$ cat src/rtl/serial_adder_pkg.sv
// Shared definitions for the digit-serial adder/subtractor.
//   state_e       : controller states (idle, running, result presented)
//   DefaultWidth  : default operand/result width in bits
//   DefaultDigit  : default number of bits processed per cycle
package serial_adder_pkg;

  typedef enum logic [1:0] {
    StIdle = 2'd0,
    StRun  = 2'd1,
    StDone = 2'd2
  } state_e;

  localparam int unsigned DefaultWidth = 8;
  localparam int unsigned DefaultDigit = 1;

endpackage

$ cat src/rtl/digit_adder.sv
// Combinational ripple-carry adder for one digit of the serial datapath.
// Ports:
//   x, y : digit operands (WIDTH bits)
//   cin  : carry in from the previous digit
//   s    : digit sum (WIDTH bits)
//   co   : carry out of the digit's top bit
module digit_adder #(
  parameter int unsigned WIDTH = 1
) (
  input  logic [WIDTH-1:0] x,
  input  logic [WIDTH-1:0] y,
  input  logic             cin,
  output logic [WIDTH-1:0] s,
  output logic             co
);

  logic c;

  always_comb begin
    s = '0;
    c = cin;
    for (int i = 0; i < int'(WIDTH); i++) begin
      s[i] = x[i] ^ y[i] ^ c;
      c    = (x[i] & y[i]) | (c & (x[i] ^ y[i]));
    end
    co = c;
  end

endmodule

$ cat src/rtl/serial_adder.sv
// Digit-serial adder/subtractor. Processes DIGIT bits per cycle, LSB digit first,
// completing one WIDTH-bit operation in WIDTH/DIGIT cycles.
// Ports:
//   clk   : clock, all state on rising edge
//   rst_n : synchronous active-low reset
//   start : begin an operation (ignored while busy)
//   sub   : 0 = a+b, 1 = a-b (captured with start)
//   a, b  : operands (captured with start)
//   busy  : operation in progress
//   done  : one-cycle pulse, result valid
//   sum   : registered result, held until next done
//   cout  : carry out (in subtract mode 1 = no borrow)
//   ovf   : signed overflow, present only when SERIAL_ADDER_OVF_EN is defined
module serial_adder
  import serial_adder_pkg::*;
#(
  parameter int unsigned WIDTH = DefaultWidth,
  parameter int unsigned DIGIT = DefaultDigit
) (
  input  logic             clk,
  input  logic             rst_n,
  input  logic             start,
  input  logic             sub,
  input  logic [WIDTH-1:0] a,
  input  logic [WIDTH-1:0] b,
  output logic             busy,
  output logic             done,
  output logic [WIDTH-1:0] sum,
  output logic             cout
`ifdef SERIAL_ADDER_OVF_EN
  ,
  output logic             ovf
`endif
);

  localparam int unsigned Steps = (DIGIT == 0) ? 1 : WIDTH / DIGIT;
  localparam int unsigned CntW  = (Steps > 1) ? $clog2(Steps) : 1;

  if (WIDTH < 2) begin : g_bad_width
    $error("serial_adder: WIDTH must be >= 2");
  end
  if (DIGIT == 0 || (WIDTH % DIGIT) != 0) begin : g_bad_digit
    $error("serial_adder: DIGIT must be nonzero and divide WIDTH");
  end

  state_e            state_q, state_d;
  logic [WIDTH-1:0]  a_q, a_d;
  logic [WIDTH-1:0]  b_q, b_d;      // already inverted in subtract mode
  logic [WIDTH-1:0]  acc_q, acc_d;  // partial result, filled from the top
  logic              carry_q, carry_d;
  logic [CntW-1:0]   cnt_q, cnt_d;
  logic [WIDTH-1:0]  sum_q, sum_d;
  logic              cout_q, cout_d;

  logic [DIGIT-1:0]  dig_x, dig_y, dig_s;
  logic              dig_co;
  logic [WIDTH-1:0]  acc_next;
  logic              capture;
  logic              last_step;

  assign dig_x = a_q[DIGIT-1:0];
  assign dig_y = b_q[DIGIT-1:0];

  digit_adder #(
    .WIDTH(DIGIT)
  ) u_digit_adder (
    .x  (dig_x),
    .y  (dig_y),
    .cin(carry_q),
    .s  (dig_s),
    .co (dig_co)
  );

  // New digit enters at the top; after Steps shifts the LSB digit sits at bit 0.
  assign acc_next  = (acc_q >> DIGIT) | (WIDTH'(dig_s) << (WIDTH - DIGIT));
  assign last_step = (cnt_q == CntW'(Steps - 1));
  assign capture   = start && (state_q != StRun);

`ifdef SERIAL_ADDER_OVF_EN
  logic ovf_q, ovf_d;
  // Carry into the MSB recovered from the top bit of the final digit.
  logic msb_cin;
  assign msb_cin = dig_x[DIGIT-1] ^ dig_y[DIGIT-1] ^ dig_s[DIGIT-1];
`endif

  always_comb begin
    state_d = state_q;
    a_d     = a_q;
    b_d     = b_q;
    acc_d   = acc_q;
    carry_d = carry_q;
    cnt_d   = cnt_q;
    sum_d   = sum_q;
    cout_d  = cout_q;
`ifdef SERIAL_ADDER_OVF_EN
    ovf_d   = ovf_q;
`endif

    if (capture) begin
      state_d = StRun;
      a_d     = a;
      b_d     = sub ? ~b : b;
      carry_d = sub;
      cnt_d   = '0;
      acc_d   = '0;
    end else begin
      unique case (state_q)
        StRun: begin
          a_d     = a_q >> DIGIT;
          b_d     = b_q >> DIGIT;
          carry_d = dig_co;
          acc_d   = acc_next;
          cnt_d   = cnt_q + CntW'(1);
          if (last_step) begin
            state_d = StDone;
            sum_d   = acc_next;
            cout_d  = dig_co;
`ifdef SERIAL_ADDER_OVF_EN
            ovf_d   = msb_cin ^ dig_co;
`endif
          end
        end
        StDone:  state_d = StIdle;
        default: state_d = StIdle;
      endcase
    end
  end

  always_ff @(posedge clk) begin
    if (!rst_n) begin
      state_q <= StIdle;
      a_q     <= '0;
      b_q     <= '0;
      acc_q   <= '0;
      carry_q <= 1'b0;
      cnt_q   <= '0;
      sum_q   <= '0;
      cout_q  <= 1'b0;
    end else begin
      state_q <= state_d;
      a_q     <= a_d;
      b_q     <= b_d;
      acc_q   <= acc_d;
      carry_q <= carry_d;
      cnt_q   <= cnt_d;
      sum_q   <= sum_d;
      cout_q  <= cout_d;
    end
  end

`ifdef SERIAL_ADDER_OVF_EN
  always_ff @(posedge clk) begin
    if (!rst_n) ovf_q <= 1'b0;
    else        ovf_q <= ovf_d;
  end
  assign ovf = ovf_q;
`endif

  assign busy = (state_q == StRun);
  assign done = (state_q == StDone);
  assign sum  = sum_q;
  assign cout = cout_q;

endmodule
$ cat config.mk
export PLATFORM = sky130hd
export DESIGN_NAME = serial_adder
export DESIGN_NICKNAME = d
export VERILOG_FILES = /design/src/rtl/serial_adder_pkg.sv /design/src/rtl/digit_adder.sv /design/src/rtl/serial_adder.sv
export SDC_FILE = /design/constraint.sdc
export NUM_CORES = 1
export LEC_CHECK = 0
export CAP_MARGIN = 10
export CORE_MARGIN = 3
export CORE_UTILIZATION = 51
export CTS_CLUSTER_SIZE = 12
export DETAILED_ROUTE_END_ITERATION = 10
export GPL_TIMING_DRIVEN = 0
export PLACE_DENSITY_LB_ADDON = 0.1
export RECOVER_POWER = 100
export SLEW_MARGIN = 20
export SYNTH_ARGS = -nofsm -noshare
export SYNTH_HDL_FRONTEND = slang
export SYNTH_SLANG_ARGS = --single-unit
$ cat constraint.sdc
create_clock -name clk -period 2.7 [get_ports clk]
set_clock_uncertainty 0.2 [all_clocks]
set_input_delay 0.405 -clock clk [delete_from_list [all_inputs] [get_ports clk]]
set_output_delay 0.405 -clock clk [all_outputs]
set_load 0.1 [all_outputs]
==> flow_results.org, run 1 <==
** Status
- The flow ran to the end, and the final reports show no timing, DRC or antenna violations.

** Flow run
- Max-cap violations in this run came to 0.

** Worst setup path
- Startpoint class of the critical path :: flop
- Required time of the worst setup path :: around 2100 ps
- Type of the worst setup path :: flop to output pin
- Counting cells, the worst reg-to-reg path comes to 6.
- Startpoint of the worst register-to-register path :: state_q[1]$_SDFFE_PP0P_
- Across all register-to-register paths, the minimum setup slack is 630 ps.
- For the worst setup path, the data arrival time is roughly 2000 ps.
- Worst flop-to-flop path endpoint :: cnt_q[0]$_SDFFE_PP0N_
- Critical-path maximum fanout :: 3
- Capturing element type of the critical path :: output pin
- Setup crit start :: state_q[1]$_SDFFE_PP0P_

** Timing
- Final-report setup violation count :: 0
- Setup repair after global routing left no endpoint under its margin.
- At the pin with the least slew margin, the transition time is 992 ps.
- Slew Limit Fails :: 0
- Accumulated negative setup slack :: 0 ps
- Share of the clock period used by the worst path :: a little over nine tenths
- Fin crit period :: approximately 2600 ps
- Worst slew margin relative to its limit :: 33.6%
- The number of hold violations in the final report is 0.
- Maximum clock rate :: 392 MHz

** Detailed routing
- Iteration-0 DRC count of the detailed router :: 94
- Dividing the detail-routed wire length by the instance count gives between 10 and 15 um.
- Summing over every cut layer, the via total after detailed routing is 1353.
- Total wirelength of the detailed-routed design :: between 3000 and 4000 um
- Number of vias per cell after detailed routing :: 5.11
- Count of antenna-violating nets left after detailed routing :: 0
- Number of iterations in the first detailed-routing pass :: 4
- For this run, design rule violations remaining after detail routing come to 0.

** Pwr
- In this run the power density over the cells is a little over 500 mW/mm2.
- Tot Pwr :: 1.05 mW
- The analysis attributes to cell leakage a power of 0.908 nW.
- The worst-case IR drop observed on VDD is 414 uV.

** Floorplan
- Die area :: roughly 0.0041 mm2
- Starting utilization of the core area :: a little over half
- X dimension of the die :: between 60 and 70 um
- In this run the count of I/O pins placed on the die edge is 31.
- The floorplan has 20 rows.
- Area of the core :: ~0.0031 mm2
- Vertical die dimension :: approximately 64 um

** Hold path
- In this run the most critical hold path is launched from rst_n.
- The worst hold path belongs to the class primary input to flop.
- Terminating pin of the worst hold path :: sum[1]$_SDFFE_PN0P_
- Hold Path Depth :: 2

** Clock network
- Sinks on Clock Net :: 38
- Clock Tree Buf Depth :: 2
- CTS tree :: done
- Total of hold buffers inserted after clock tree synthesis :: 0
- Max H-tree Level :: 2
- After clock tree synthesis, the clock-pin slew on the worst setup and hold paths is ~100 ps.
- Cell chosen for the clock root :: clkbuf_4
- Clock tree synthesis inserted a total of 5 buffers.
- The later pin in the worst-skew pair is clocked with a latency of between 300 and 400 ps.
- Buffers inserted during post-CTS setup optimization :: 0

** Final layout
- Final net count :: 243
- At the end of the flow the core is filled with cells to ~66%.
- Antenna diodes :: 0
- Post-synthesis to final-layout area growth :: 20.0%
- The post-route netlist has 10.9% of its cells at a drive strength greater than 1.

** GRT
- Entering global routing, the biggest net connects 12 pins.
- Vias in the first global route :: 1354
- GR Overflow Total :: 0
- The first global-routing pass estimated around 5900 um of wire.
- Number of antenna violations at the first check in global routing :: 0
- All-Layer GR Usage :: 17.7%

** Yosys
- Flops & latches, synth :: 38
- Share of synthesized area occupied by flip-flops and latches :: approximately 44%
- Mapped Area :: 0.00172 mm2
- Yosys printed 0 warnings.
- Synthesis produced 186 cells.
- Average instance area after synthesis :: between 9 and 10 um2
- In this run, distinct cell masters in the synthesized netlist total 31.
- Syn_nets :: between 200 and 250

** Placement
- During placement, the flow inserted port buffers numbering 27.
- Once detailed placement completed, the half-perimeter wirelength came to around 2400 um.
- Routability cong. :: about 0.7
==> how the worst max path moves through the flow <==
stage          cells after the start  slack, ps    to
6_report                           2        150  done
5_1_grt                            6         60  busy
4_1_cts                            6         10  busy
3_5_place_dp                       6         70  busy
3_3_place_gp                       6         90  busy
2_1_floorplan                      1        430  done
==> final cells by class <==
class	instances	area, um2
plain buffers	15	83.8
inverters	2	12.5
fillers	288	1070
well taps	44	55.1
flip-flops and latches	38	761
clock inverters	1	5.00
repair buffers	27	265
multi-input cells	131	823
clock buffers	7	55.1
==> cells in the mapped netlist <==
| library cell | count | area [um2] |
|---|---|---|
| nand2_1 | 43 | 161 |
| dfxtp_1 | 38 | 761 |
| nand3_1 | 16 | 80.1 |
| mux2i_1 | 10 | 100 |
| a21boi_0 | 9 | 67.6 |
| a21oi_1 | 8 | 40.0 |
| o211a_1 | 8 | 80.1 |
| o2111ai_1 | 7 | 61.3 |
| or2_2 | 7 | 43.8 |
| xor2_1 | 7 | 61.3 |
| buf_2 | 6 | 30.0 |
| nor2_1 | 3 | 11.3 |
| buf_1 | 2 | 7.51 |
| buf_6 | 2 | 22.5 |
| clkbuf_1 | 2 | 7.51 |
| ha_1 | 2 | 25.0 |
| xnor2_1 | 2 | 17.5 |
| a211oi_1 | 1 | 7.51 |
| a21oi_2 | 1 | 8.76 |
| and2_1 | 1 | 6.26 |
| and3_1 | 1 | 6.26 |
| buf_12 | 1 | 20.0 |
| buf_4 | 1 | 7.51 |
| buf_8 | 1 | 15.0 |
| fa_1 | 1 | 20.0 |
| inv_2 | 1 | 3.75 |
| inv_6 | 1 | 8.76 |
| nand2b_1 | 1 | 6.26 |
| nand3b_1 | 1 | 7.51 |
| nor2b_1 | 1 | 6.26 |
| o21ai_4 | 1 | 16.3 |
==> routing by layer <==
layer | track usage [%] | routed length (um) | vias to the layer above
met1 | 23.6 | 1580 | 623
met3 | 4.04 | 145 | 2
met5 | 0 | 0 | -
met4 | 5.66 | 18 | 0
met2 | 28.3 | 1520 | 26
li1 | - | - | 702
==> sequential cells by signal (all words and copies together), names as in the netlist <==
register,count
cnt_q,3
b_q,8
acc_q,7
a_q,8
carry_q,1
cout,1
sum,8
state_q,2
==> worst max-delay path: stages (launching register included) <==
cell and delay [ps]:
dfxtp_1 340, nor2b_1 140, clkdlybuf4s50_1 1140
==> power breakdown <==
part           switching, mW  total [mW]  internal [mW]  leakage [nW]
Combinational         0.0813       0.155         0.0741         0.562
Clock                  0.169       0.296          0.126        0.0353
Sequential            0.0132       0.598          0.585         0.310
Total                  0.264        1.05          0.785         0.908
==> what timing repair did <==
item | 4_1_cts | 5_1_grt
pin swaps | 0 | 0
resized for setup | 2 | 1
endpoints found under the setup margin | 1 | 1
==> kinds of logic (layout without fill, tap and decap cells) <==
group	Yosys count	count (layout)	synth area share (%)
AND/OR/NAND/NOR	74	74	19.2
flip-flops	38	38	44.3
AO/OA/AOI/OAI	35	35	16.4
buffers and inverters	17	52	7.14
multiplexers	10	10	5.83
XOR/XNOR	9	9	4.59
adder cells (fa/ha/maj)	3	3	2.62
==> through the flow <==
step	setup slack (ps)	hold slack [ps]	area, um2	instances
4_1_cts	12.7	201	2100	265
5_1_grt	58.2	192	2060	265
6_report	150	191	2060	265
3_3_place_gp	85.3	237	2040	257
3_5_place_dp	66.2	248	2040	257
2_1_floorplan	431	229	1720	186
==> placed cells by master (no fill, tap or decap), drive strengths merged, types with 3 or more instances in the layout <==
cell type	instances
dlygate4sd3	9
mux2i	10
o2111ai	7
dfxtp	38
o211a	8
clkdlybuf4s50	17
a21oi	9
or2	7
nand3	16
clkbuf	16
buf	7
a21boi	9
xor2	7
nor2	3
nand2	43
(Power assumes the default switching activity.)
==> run 2, diff against run 1 <==
--- a/config.mk
+++ b/config.mk
@@ -10,6 +10,7 @@
 export CORE_UTILIZATION = 51
 export CTS_CLUSTER_SIZE = 12
 export DETAILED_ROUTE_END_ITERATION = 10
+export DONT_BUFFER_PORTS = 1
 export GPL_TIMING_DRIVEN = 0
 export PLACE_DENSITY_LB_ADDON = 0.1
 export RECOVER_POWER = 100
==> constraint.sdc (replaced) <==
create_clock -name clk -period 2.7 [get_ports clk]
set_clock_uncertainty 0.2 [all_clocks]
set_input_delay 0.54 -clock clk [delete_from_list [all_inputs] [get_ports clk]]
set_output_delay 0.54 -clock clk [all_outputs]
set_load 0.1 [all_outputs]
==> run 2 against run 1 <==
  * Final area down 13%
  * Total power down 5.0%
  * Count of clock-buffer cells in the layout down 2
  * Maximum frequency up 12%
  * Clock power down 10%
  * Global-route usage down 0.21 points
  * Combinational power down 14%
  * Routed wire length down 0.92%
  * Die area unchanged
  * Final cell count down 11%
  * Critical endpoint unchanged
  * Highest routed layer unchanged
==> flow_results.org, run 2 (synthesis results as in run 1) <==
** Placement
- The final estimated routing congestion in global placement came to 0.717 (+2.0%).
- The count of buffers inserted at the top-level ports is 0 (-100%).
- The sum of net half-perimeters after detailed placement was 2410 um (-0.47%).
- Post-detailed-placement cell area :: 0.00178 mm2 (-13%)
- Placed Instances :: 230 (-11%)

** Timing
- The shortest clock period the worst path allows after layout came to 2280 ps (-272 ps).
- The number of hold violations in the final report was 0 (unchanged).
- Accumulated negative setup slack :: 0 ps (unchanged)
- Final-report setup violation count :: 0 (unchanged)
- The number of pins with negative max-slew slack in the final report came to 0 (unchanged).
- The relative slew slack came to 28.2% (-5.5 points).
- Setup repair after global routing left no endpoint under its margin.
- The peak clock frequency supported by timing came to 439 MHz (+12%).
- Share of the clock period used by the worst path :: 84.4% (-10 points)
- Slew at the pin closest to its max-slew limit :: 1070 ps (+80.4 ps)

** Clock network
- Clock transition at path regs :: 100 ps (about the same)
- The CTS buffer count is 5 (unchanged).
- The maximum buffer depth of the clock tree came to 2 (unchanged).
- Buffers inserted during post-CTS setup optimization :: 0 (unchanged)
- The number of gates resized after cts is 0 (-2).
- Total of hold buffers inserted after clock tree synthesis :: 0 (unchanged)
- Sinks on Clock Net :: 38 (unchanged)
- Cell chosen for the clock root :: clkbuf_4
- CTS tree :: done
- Clock latency on the worst-skew pair :: 330 ps (about the same)
- Max H-tree Level :: 2 (unchanged)

** Worst setup path
- Grouping stages by cell kind, the critical path spends the most delay in simple AND/OR/NAND/NOR gates.
- Delay of the slowest critical-path stage :: 860 ps (-280 ps)
- The buffer and inverter count on the worst path was 0 (-1).
- Slowest cell on the critical path :: nor2b_2
- The arrival time at the worst endpoint came to 1540 ps (-410 ps).
- Type of the worst setup path :: flop to output pin
- Traced cell by cell, the critical path runs through nor2b_2.
- The required time of the worst setup path came to 1960 ps (-140 ps).
- Critical-path maximum fanout :: 3 (unchanged)
- STA classifies the critical path endpoint as an output pin.
- The worst setup path is launched from a flop.

** Final layout
- Post-synthesis to final-layout area growth :: 4.66%
- In the layout the commonest cells are nand2_1 (43), dfxtp_1 (38), nand3_1 (16).
- The final net count was 216 (-11%).
- The final non-filler cell area came to 0.00180 mm2 (-13%).
- Antenna diodes :: 0 (unchanged)
- Most common cell after layout, fill and taps aside :: nand2_1
- Fraction of final layout cells sized beyond drive strength 1 :: 12.4% (+1.6 points)
- The filler-free cell count of the finished design came to 237 (-11%).

** GRT
- The total global routing track utilization came to 17.5% (-0.21 points).
- Wire length of the first global-routing pass :: 5610 um (-4.3%)
- Vias in the first global route :: 1213 (-10%)
- The global-route congestion overflow total came to 0 (unchanged).
- The initial antenna violation count is 0 (unchanged).
- Largest net degree at the start of global routing :: 12 (unchanged)

** Detailed routing
- Iteration-0 DRC count of the detailed router :: 67 (-29%)
- The post-route DRC violation count came to 0 (unchanged).
- Total wirelength of the detailed-routed design :: 3240 um (-0.92%)
- The average wire length per cell after detail routing was 13.7 um (+11%).
- The number of antenna-violating nets in the routed design is 0 (unchanged).
- The number of vias in the routed layout is 1268 (-6.3%).
- The number of detailed-routing iterations run before antenna repair was 4 (unchanged).
- Number of vias per cell after detailed routing :: 5.35 (+4.8%)

** Hold path
- Worst min path class :: primary input to flop

** Flow run
- The number of max-capacitance violations reported was 0 (unchanged).

** Floorplan
- X dimension of the die :: 64.0 um (unchanged)
- Area of the core :: 0.00313 mm2 (unchanged)
- Vertical die dimension :: 64.0 um (unchanged)
- The count of boundary I/O pins came to 31 (unchanged).
- The effective utilization at floorplan is 54.9% (unchanged).
- Site row count :: 20 (unchanged)
- The die area was 0.00410 mm2 (unchanged).

** Pwr
- The power density over the cells came to 555 mW/mm2 (+8.9%).
- The switching fraction of total power is 26.3% (+1.1 points).
- The share of total power in combinational logic was 13.4% (-1.4 points).
- Leakage Power :: 0.777 nW (-14%)
- The internal power summed over all cells is 0.735 mW (-6.4%).
- Peak ir drop on the vdd network :: 412 uV (-0.42%)
- The switching component of the power is 0.262 mW (-0.67%).
- The clock network power share is 26.5% (-1.7 points).
- The share of power burned in registers came to 60.1% (+3.1 points).

** Status
- Result of the run :: complete, no violations
## run 2: cell count changes in the layout (fill, tap and decap cells not counted), moves of 2 or more
cell	previous run	this run
clkbuf_1	9	7
clkdlybuf4s50_1	17	0
buf_4	2	0
dlygate4sd3_1	9	0
## run 2: per-layer routing
metal	vias up	wire length (um)	GRT usage, %
met2	22	1490	27.4
met4	0	31	5.66
li1	651	-	-
met3	5	168	5.62
met5	-	0	0
met1	590	1550	22.7
## run 2: path summary, 6_finish.rpt
path,startpoint,to,slack (ps),cells after the start
max,state_q[1]$_SDFFE_PP0P_,done,420,1
min,a[7],a_q[7]$_SDFFE_PN0P_,160,2
max reg2reg,state_q[1]$_SDFFE_PP0P_,cnt_q[0]$_SDFFE_PP0N_,680,6
min reg2reg,b_q[5]$_SDFFE_PN0P_,b_q[4]$_SDFFE_PN0P_,250,2
## run 2: stage by stage
step,setup slack (ps),power [mW],hold WS (ps),util [%]
floorplan,296,0.725,229,-
global route,314,1.06,165,57.5
CTS,395,1.02,139,58.3
detailed placement,787,0.751,241,56.8
finish,422,0.997,156,57.5
global placement,257,0.745,235,56.7
## run 2: cell type report
type,count,area [um2]
Buffer,15,96.3
Tap cell,44,55.1
Clock inverter,2,10.0
Clock buffer,5,37.5
Fill cell,296,1330
Inverter,2,12.5
Sequential cell,38,761
Multi-Input combinational cell,131,826
## run 2: power by group through the flow
stage	registers [mW]	clock network, mW	logic [mW]
2_1_floorplan	0.608	0	0.117
3_3_place_gp	0.610	0	0.135
3_5_place_dp	0.612	0	0.140
4_1_cts	0.599	0.279	0.140
5_1_grt	0.603	0.304	0.149
6_report	0.599	0.265	0.134
